**config.mk**
```make
export PLATFORM = sky130hd
export DESIGN_NAME = picorv32_mem_responder
export DESIGN_NICKNAME = d
export VERILOG_FILES = /design/src/rtl/picorv32_mem_pkg.sv /design/src/rtl/mem_resp_bram.sv /design/src/rtl/picorv32_mem_responder.sv
export SDC_FILE = /design/constraint.sdc
export NUM_CORES = 1
export LEC_CHECK = 0
export CORE_MARGIN = 2
export CORE_UTILIZATION = 60
export CTS_BUF_LIST = sky130_fd_sc_hd__clkbuf_8 sky130_fd_sc_hd__clkbuf_16
export CTS_CLUSTER_DIAMETER = 30
export DETAILED_ROUTE_END_ITERATION = 8
export PLACE_DENSITY = 0.78
export SETUP_SLACK_MARGIN = 0.15
export SYNTH_ARGS = -nofsm -noshare
export SYNTH_HDL_FRONTEND = slang
export SYNTH_SLANG_ARGS = --single-unit
```
**constraint.sdc**
```tcl
create_clock -name clk -period 3.5 [get_ports clk]
set_clock_uncertainty 0.2 [all_clocks]
set_input_delay 0.7 -clock clk [delete_from_list [all_inputs] [get_ports clk]]
set_output_delay 0.7 -clock clk [all_outputs]
set_load 0.02 [all_outputs]
```
**src/rtl/picorv32_mem_pkg.sv**
```systemverilog
// ============================================================================
// Module  : picorv32_mem_pkg
// Brief   : Shared types and constants for the picorv32 memory responder.
// Revision: 1.0 - initial release
// ============================================================================
`default_nettype none

package picorv32_mem_pkg;

  localparam int WORD_W = 32;
  localparam int STRB_W = 4;
  localparam int CNT_W  = 4;

  typedef enum logic [1:0] {
    ST_IDLE = 2'd0,
    ST_WAIT = 2'd1,
    ST_RESP = 2'd2
  } resp_state_t;

  // Counter preload: WAIT is left when the counter reads zero, so load N-1.
  function automatic logic [CNT_W-1:0] wait_load(input int wait_cycles);
    return (wait_cycles > 0) ? CNT_W'(wait_cycles - 1) : '0;
  endfunction

endpackage

`default_nettype wire

```
**src/rtl/mem_resp_bram.sv**
```systemverilog
// ============================================================================
// Module  : mem_resp_bram
// Brief   : Single-port DEPTHx32 array, byte-enable write, registered read
//           returning pre-write data.
// Revision: 1.0 - initial release
// ============================================================================
`default_nettype none

module mem_resp_bram
  import picorv32_mem_pkg::*;
#(
  parameter int DEPTH = 32,
  parameter int AW    = $clog2(DEPTH)
) (
  input  logic              clk,
  input  logic              resetn,
  input  logic              en,
  input  logic [STRB_W-1:0] wstrb,
  input  logic [AW-1:0]     idx,
  input  logic [WORD_W-1:0] wdata,
  output logic [WORD_W-1:0] rdata
);

  logic [WORD_W-1:0] r_mem [DEPTH];
  logic [WORD_W-1:0] r_rdata;

  always_ff @(posedge clk) begin
    if (en) begin
      for (int i = 0; i < STRB_W; i++) begin
        if (wstrb[i]) begin
          r_mem[idx][8*i +: 8] <= wdata[8*i +: 8];
        end
      end
    end
  end

  // Sampled on the same edge as the write, so a store returns the old word.
  always_ff @(posedge clk or negedge resetn) begin
    if (!resetn) begin
      r_rdata <= '0;
    end else if (en) begin
      r_rdata <= r_mem[idx];
    end
  end

  assign rdata = r_rdata;

endmodule

`default_nettype wire

```
**src/rtl/picorv32_mem_responder.sv**
```systemverilog
// ============================================================================
// Module  : picorv32_mem_responder
// Brief   : picorv32 native-interface memory target with programmable wait
//           states. Optional sticky error output under MEM_RESP_ERR_EN.
// Revision: 1.0 - initial release
// ============================================================================
`default_nettype none

module picorv32_mem_responder
  import picorv32_mem_pkg::*;
#(
  parameter int DEPTH       = 32,
  parameter int ADDR_LSB    = 2,
  parameter int WAIT_CYCLES = 0
) (
  input  logic              clk,
  input  logic              resetn,
  input  logic              mem_valid,
  input  logic              mem_instr,
  input  logic [31:0]       mem_addr,
  input  logic [WORD_W-1:0] mem_wdata,
  input  logic [STRB_W-1:0] mem_wstrb,
  output logic              mem_ready,
  output logic [WORD_W-1:0] mem_rdata
`ifdef MEM_RESP_ERR_EN
  ,
  output logic              mem_err
`endif
);

  localparam int               c_aw        = $clog2(DEPTH);
  localparam logic [CNT_W-1:0] c_wait_load = wait_load(WAIT_CYCLES);

  resp_state_t       r_state;
  resp_state_t       w_state_nxt;
  logic [CNT_W-1:0]  r_cnt;
  logic [31:0]       r_addr;
  logic [WORD_W-1:0] r_wdata;
  logic [STRB_W-1:0] r_wstrb;
  logic              r_oor;

  logic              w_abort;
  logic              w_access;
  logic              w_in_range;
  logic [31:0]       w_acc_addr;
  logic [WORD_W-1:0] w_acc_wdata;
  logic [STRB_W-1:0] w_acc_wstrb;
  logic [WORD_W-1:0] w_bram_rdata;
  logic              w_unused;

  assign w_unused = mem_instr;
  assign w_abort  = (r_state == ST_WAIT) && !mem_valid;

  // The array is accessed on the edge that enters RESP: straight from the
  // bus when there are no wait states, from the captured request otherwise.
  assign w_access = ((r_state == ST_IDLE) && mem_valid && (WAIT_CYCLES == 0)) ||
                    ((r_state == ST_WAIT) && mem_valid && (r_cnt == '0));

  assign w_acc_addr  = (r_state == ST_IDLE) ? mem_addr  : r_addr;
  assign w_acc_wdata = (r_state == ST_IDLE) ? mem_wdata : r_wdata;
  assign w_acc_wstrb = (r_state == ST_IDLE) ? mem_wstrb : r_wstrb;
  assign w_in_range  = (w_acc_addr >> ADDR_LSB) < 32'(DEPTH);

  always_ff @(posedge clk or negedge resetn) begin
    if (!resetn) begin
      r_state <= ST_IDLE;
    end else begin
      r_state <= w_state_nxt;
    end
  end

  always_comb begin
    w_state_nxt = r_state;
    case (r_state)
      ST_IDLE: begin
        if (mem_valid) begin
          w_state_nxt = (WAIT_CYCLES > 0) ? ST_WAIT : ST_RESP;
        end
      end
      ST_WAIT: begin
        if (w_abort) begin
          w_state_nxt = ST_IDLE;
        end else if (r_cnt == '0) begin
          w_state_nxt = ST_RESP;
        end
      end
      ST_RESP: w_state_nxt = ST_IDLE;
      default: w_state_nxt = ST_IDLE;
    endcase
  end

  always_comb begin
    mem_ready = 1'b0;
    if (r_state == ST_RESP) begin
      mem_ready = 1'b1;
    end
  end

  always_ff @(posedge clk or negedge resetn) begin
    if (!resetn) begin
      r_cnt   <= '0;
      r_addr  <= '0;
      r_wdata <= '0;
      r_wstrb <= '0;
    end else if ((r_state == ST_IDLE) && mem_valid) begin
      r_cnt   <= c_wait_load;
      r_addr  <= mem_addr;
      r_wdata <= mem_wdata;
      r_wstrb <= mem_wstrb;
    end else if ((r_state == ST_WAIT) && mem_valid && (r_cnt != '0)) begin
      r_cnt <= r_cnt - CNT_W'(1);
    end
  end

  // Remembers that the last access missed the array so its data reads as 0.
  always_ff @(posedge clk or negedge resetn) begin
    if (!resetn) begin
      r_oor <= 1'b0;
    end else if (w_access) begin
      r_oor <= !w_in_range;
    end
  end

  mem_resp_bram #(
    .DEPTH (DEPTH),
    .AW    (c_aw)
  ) u_bram (
    .clk    (clk),
    .resetn (resetn),
    .en     (w_access && w_in_range),
    .wstrb  (w_acc_wstrb),
    .idx    (w_acc_addr[ADDR_LSB +: c_aw]),
    .wdata  (w_acc_wdata),
    .rdata  (w_bram_rdata)
  );

  assign mem_rdata = r_oor ? '0 : w_bram_rdata;

`ifdef MEM_RESP_ERR_EN
  logic r_err;

  always_ff @(posedge clk or negedge resetn) begin
    if (!resetn) begin
      r_err <= 1'b0;
    end else if ((w_access && !w_in_range) || w_abort) begin
      r_err <= 1'b1;
    end
  end

  assign mem_err = r_err;
`endif

endmodule

`default_nettype wire
```
==> out/summary.md <==
STA puts the critical path data arrival time at 3.77 ns. Setup repair after global routing could not meet its margin everywhere. The first detailed-routing pass ran for 6 iterations. The final-report max-slew violation count is 0, and the height of the die is 272 microns. The clock reaches the later pin of the worst-skew pair after 0.74 ns.

In this run the remaining antenna-violating nets after routing total 0. For the worst setup path, the data required time is 3.92 ns. Yosys printed 0 warnings. The worst setup path is of the reg2reg kind. The fraction of layout cells with a size suffix above 1 is 0.290, and the maximum fanout count along the critical path is 31.

The tools report the standard-cell row count as 98. The layout has 3769 filler cells. The sort of element at the end of the critical path was a flop. The number of top-level pins was 105; the post-route fraction of the period consumed by the critical path was 0.958. The flow ran to the end, and the final reports show no timing, DRC or antenna violations. The starting DRC count in detailed routing is 3645, and the leakage power total is 18.3 nW.

The instance area after placement came out at 0.0472 sq mm. Endpoint with the worst hold slack: r_wdata[17]. For the total count of hold-check failures in the final report, the log shows 0.

The overall global routing resource usage was 0.315. The starting density of the core was 0.604; the final layout net count was 2865. Counting every net in the synthesized netlist gives 2426. The number of vias in the routed layout is 25400, and the fraction of post-synthesis cell area in the top cell type by area is 0.716. The slowest cell on the critical path was sky130_fd_sc_hd__a2111oi_1.

Yosys instantiated no cell more often than sky130_fd_sc_hd__edfxtp_1. The tools report the cell-internal power as 25.9 mW. Routability congestion estimate from global placement: 0.870.

The worst register-to-register path begins at r_state[1]. After detailed routing, the total wire length is 115000 microns. The headroom to the max-slew limit is 0.306.

The count of buffers from port buffering is 101, and the antenna diode count is 0. The switching share of total power was 0.234; the minimum hold slack was 0.273 ns. In this run the power spent charging and discharging nets is 7.91 mW.

The commonest cells after synthesis are sky130_fd_sc_hd__edfxtp_1 (1024), sky130_fd_sc_hd__nand2_1 (261), sky130_fd_sc_hd__mux4_2 (166). After synthesis the netlist holds a flip-flop and latch count of 1099. The total overflow left after global routing is 0. The worst-case reg-to-reg path depth was 9. The cell at the root of the clock tree is sky130_fd_sc_hd__clkbuf_16. The largest net degree at the start of global routing is 44, and the clock-pin slew on the worst setup and hold paths is 0.05 ns.

After routing the design area is 0.0530 sq mm. Setup slack on the worst reg-to-reg path comes out at 0.15 ns. The logs give 168000 microns for the wire length of the first global-routing pass and 0 for the remaining routing DRC violations. Depth of the CTS H-tree: 4.

The detailed-route wire length per cell was 29.5 microns; the post-DP HPWL was 67600 microns. In the final timing run, aggregate negative setup slack is 0 ns. Power share of the clock group: 0.487. The highest clock frequency the design can meet is 298 MHz. The element type at the critical path start is a flop.

Measured along the x axis, the die boundary spans 272 microns. Yosys mapped a number of flops with a built-in enable equal to 1024. The worst hold path belongs to the class reg2reg.

The cell area that synthesis handed to floorplanning was 0.0429 sq mm. The max-capacitance violation count is 0. The initial antenna violation count came out at 3. The synthesized design spends more area on one cell type than any other, namely sky130_fd_sc_hd__edfxtp_1.

The hold-critical path depth is 2, and the layout overhead on the synthesized area is 23.4%. In the post-synthesis netlist, the biggest area contributors are sky130_fd_sc_hd__edfxtp_1 (72%), sky130_fd_sc_hd__mux4_2 (8.7%), sky130_fd_sc_hd__dfrtp_1 (4.4%). Counting every sink on the clock net gives 1099. The area inside the core boundary is 0.0711 sq mm.

The floorplan step defined a die boundary enclosing 0.0737 sq mm. VDD sags by at most 0.526 mV. A synthesized cell averages 18.2 sq um.

The power density relative to cell area is 638 mW/mm^2. The startpoint of the lowest-slack hold path is r_wdata[17]. The number of global-route vias before repair came out at 26500. The number of different library cells used by synthesis comes to 55. Dominant synthesized flop cell: sky130_fd_sc_hd__edfxtp_1. TritonCTS built the clock tree. The total CTS buffers is 167, and the pin slew with the least headroom to its limit is 1.04 ns. The final-report setup violation count is 0. The share of power burned in registers is 0.436.

The logs give 3 for the clock tree buffer depth and 0.077 for the combinational power share. The gate count of the mapped netlist is 2354. The worst register-to-register path ends at u_bram.rdata[2]. Using the TritonRoute via totals, the vias-per-cell ratio works out to 6.53. The total power was 33.8 mW. The clock period minus final worst setup slack is 3.35 ns, and the delay of the slowest cell on the worst path is 0.68 ns. Traced cell by cell, the critical path runs through mux2_8, buf_12, buf_12, nand2_1, a21oi_1, a2111oi_1, buf_4, o2111a_1, a21oi_1. The register area share after synthesis was 0.760. The share of flip-flops with an asynchronous set or reset is 0.0682.
-- sequential cells by signal, summed over array words and instances (netlist names) --
| signal | flops |
|---|---|
| u_bram.r_mem | 1024 |
| r_oor | 1 |
| r_wstrb | 4 |
| r_wdata | 32 |
| u_bram.rdata | 32 |
| r_addr | 5 |
| r_state | 1 |
-- per-layer routing --
layer,GRT usage,routed length (microns)
met1,0.409,40400
met2,0.506,56300
met3,0.0750,12500
met4,0.153,5340
met5,0,26
-- layout by cell type (no fill, tap or decap), drive strengths merged, types with 17 or more instances in the layout --
cell type      count
clkdlybuf4s50    100
nor3             114
dfrtp             75
mux2              58
a221oi            17
a21oi             88
clkbuf           184
nor2              57
buf              325
o22ai             22
mux2i            103
inv               51
nor2b             37
edfxtp          1024
a22o              17
nor4              22
a222oi            24
clkinv            41
mux4             166
clkinvlp          21
nand2            261
-- layout make-up --
type | count | area (sq um) | share of cell area
clock buffers | 184 | 4480 | 0.0846
clock inverters | 124 | 1190 | 0.0224
inverters | 1 | 3.75 | 0.0000708
multi-input cells | 1098 | 9680 | 0.183
flip-flops and latches | 1099 | 32600 | 0.616
well taps | 950 | 1190 | 0.0224
repair buffers | 426 | 3820 | 0.0720
-- power by group through the flow --
stage	registers (mW)	clock network [mW]	logic, mW
6_report	14.7	16.5	2.61
5_1_grt	14.7	17.1	2.72
4_1_cts	14.7	16.6	2.57
3_5_place_dp	15.0	0	2.52
3_3_place_gp	15.0	0	2.44
2_1_floorplan	15.0	0	1.44
-- cells by family (layout without fill, tap and decap cells) --
family | Yosys count | in the layout | share of synthesized area
buf+inv | 157 | 735 | 0.0174
mux | 327 | 327 | 0.126
flops | 1099 | 1099 | 0.760
compound gates | 254 | 254 | 0.0422
simple gates | 517 | 517 | 0.0541
-- critical path, delay by kind of cell (launching register included) --
| kind | cells | cell delay, ns |
|---|---|---|
| AOI/OAI and AO/OA | 4 | 1.02 |
| and+or+nand+nor | 1 | 0.09 |
| muxes | 1 | 0.59 |
| buffers and inverters | 3 | 0.68 |
| DFF | 1 | 0.59 |
-- through the flow --
step	util	cells	setup WS, ns
after floorplan	-	2354	0.173
after global placement	0.664	3568	-0.273
after detailed placement	0.664	3568	-0.362
after CTS	0.744	3878	0.153
after global routing	0.745	3882	0.0969
final	0.745	3882	0.148
-- what timing repair did --
item                       in CTS  in global routing
resized for setup               3                  6
setup buffers                   1                  4
hold endpoints to repair       34                  0
setup endpoints to repair      11                105
hold buffers                    1                  0
cloned                          0                  0
pin swaps                       0                  0
-- worst max-delay path by stage --
stage / start / to / slack (ns)
2_1_floorplan: r_state[1] / u_bram.r_mem[10][10] / 0.17
3_3_place_gp: mem_addr[2] / u_bram.rdata[2] / -0.27
3_5_place_dp: mem_addr[2] / u_bram.rdata[2] / -0.36
4_1_cts: r_oor / mem_rdata[22] / 0.15
5_1_grt: r_state[1] / u_bram.rdata[2] / 0.1
6_report: r_state[1] / u_bram.rdata[2] / 0.15
Note: power is estimated with default switching activity, not from simulation.
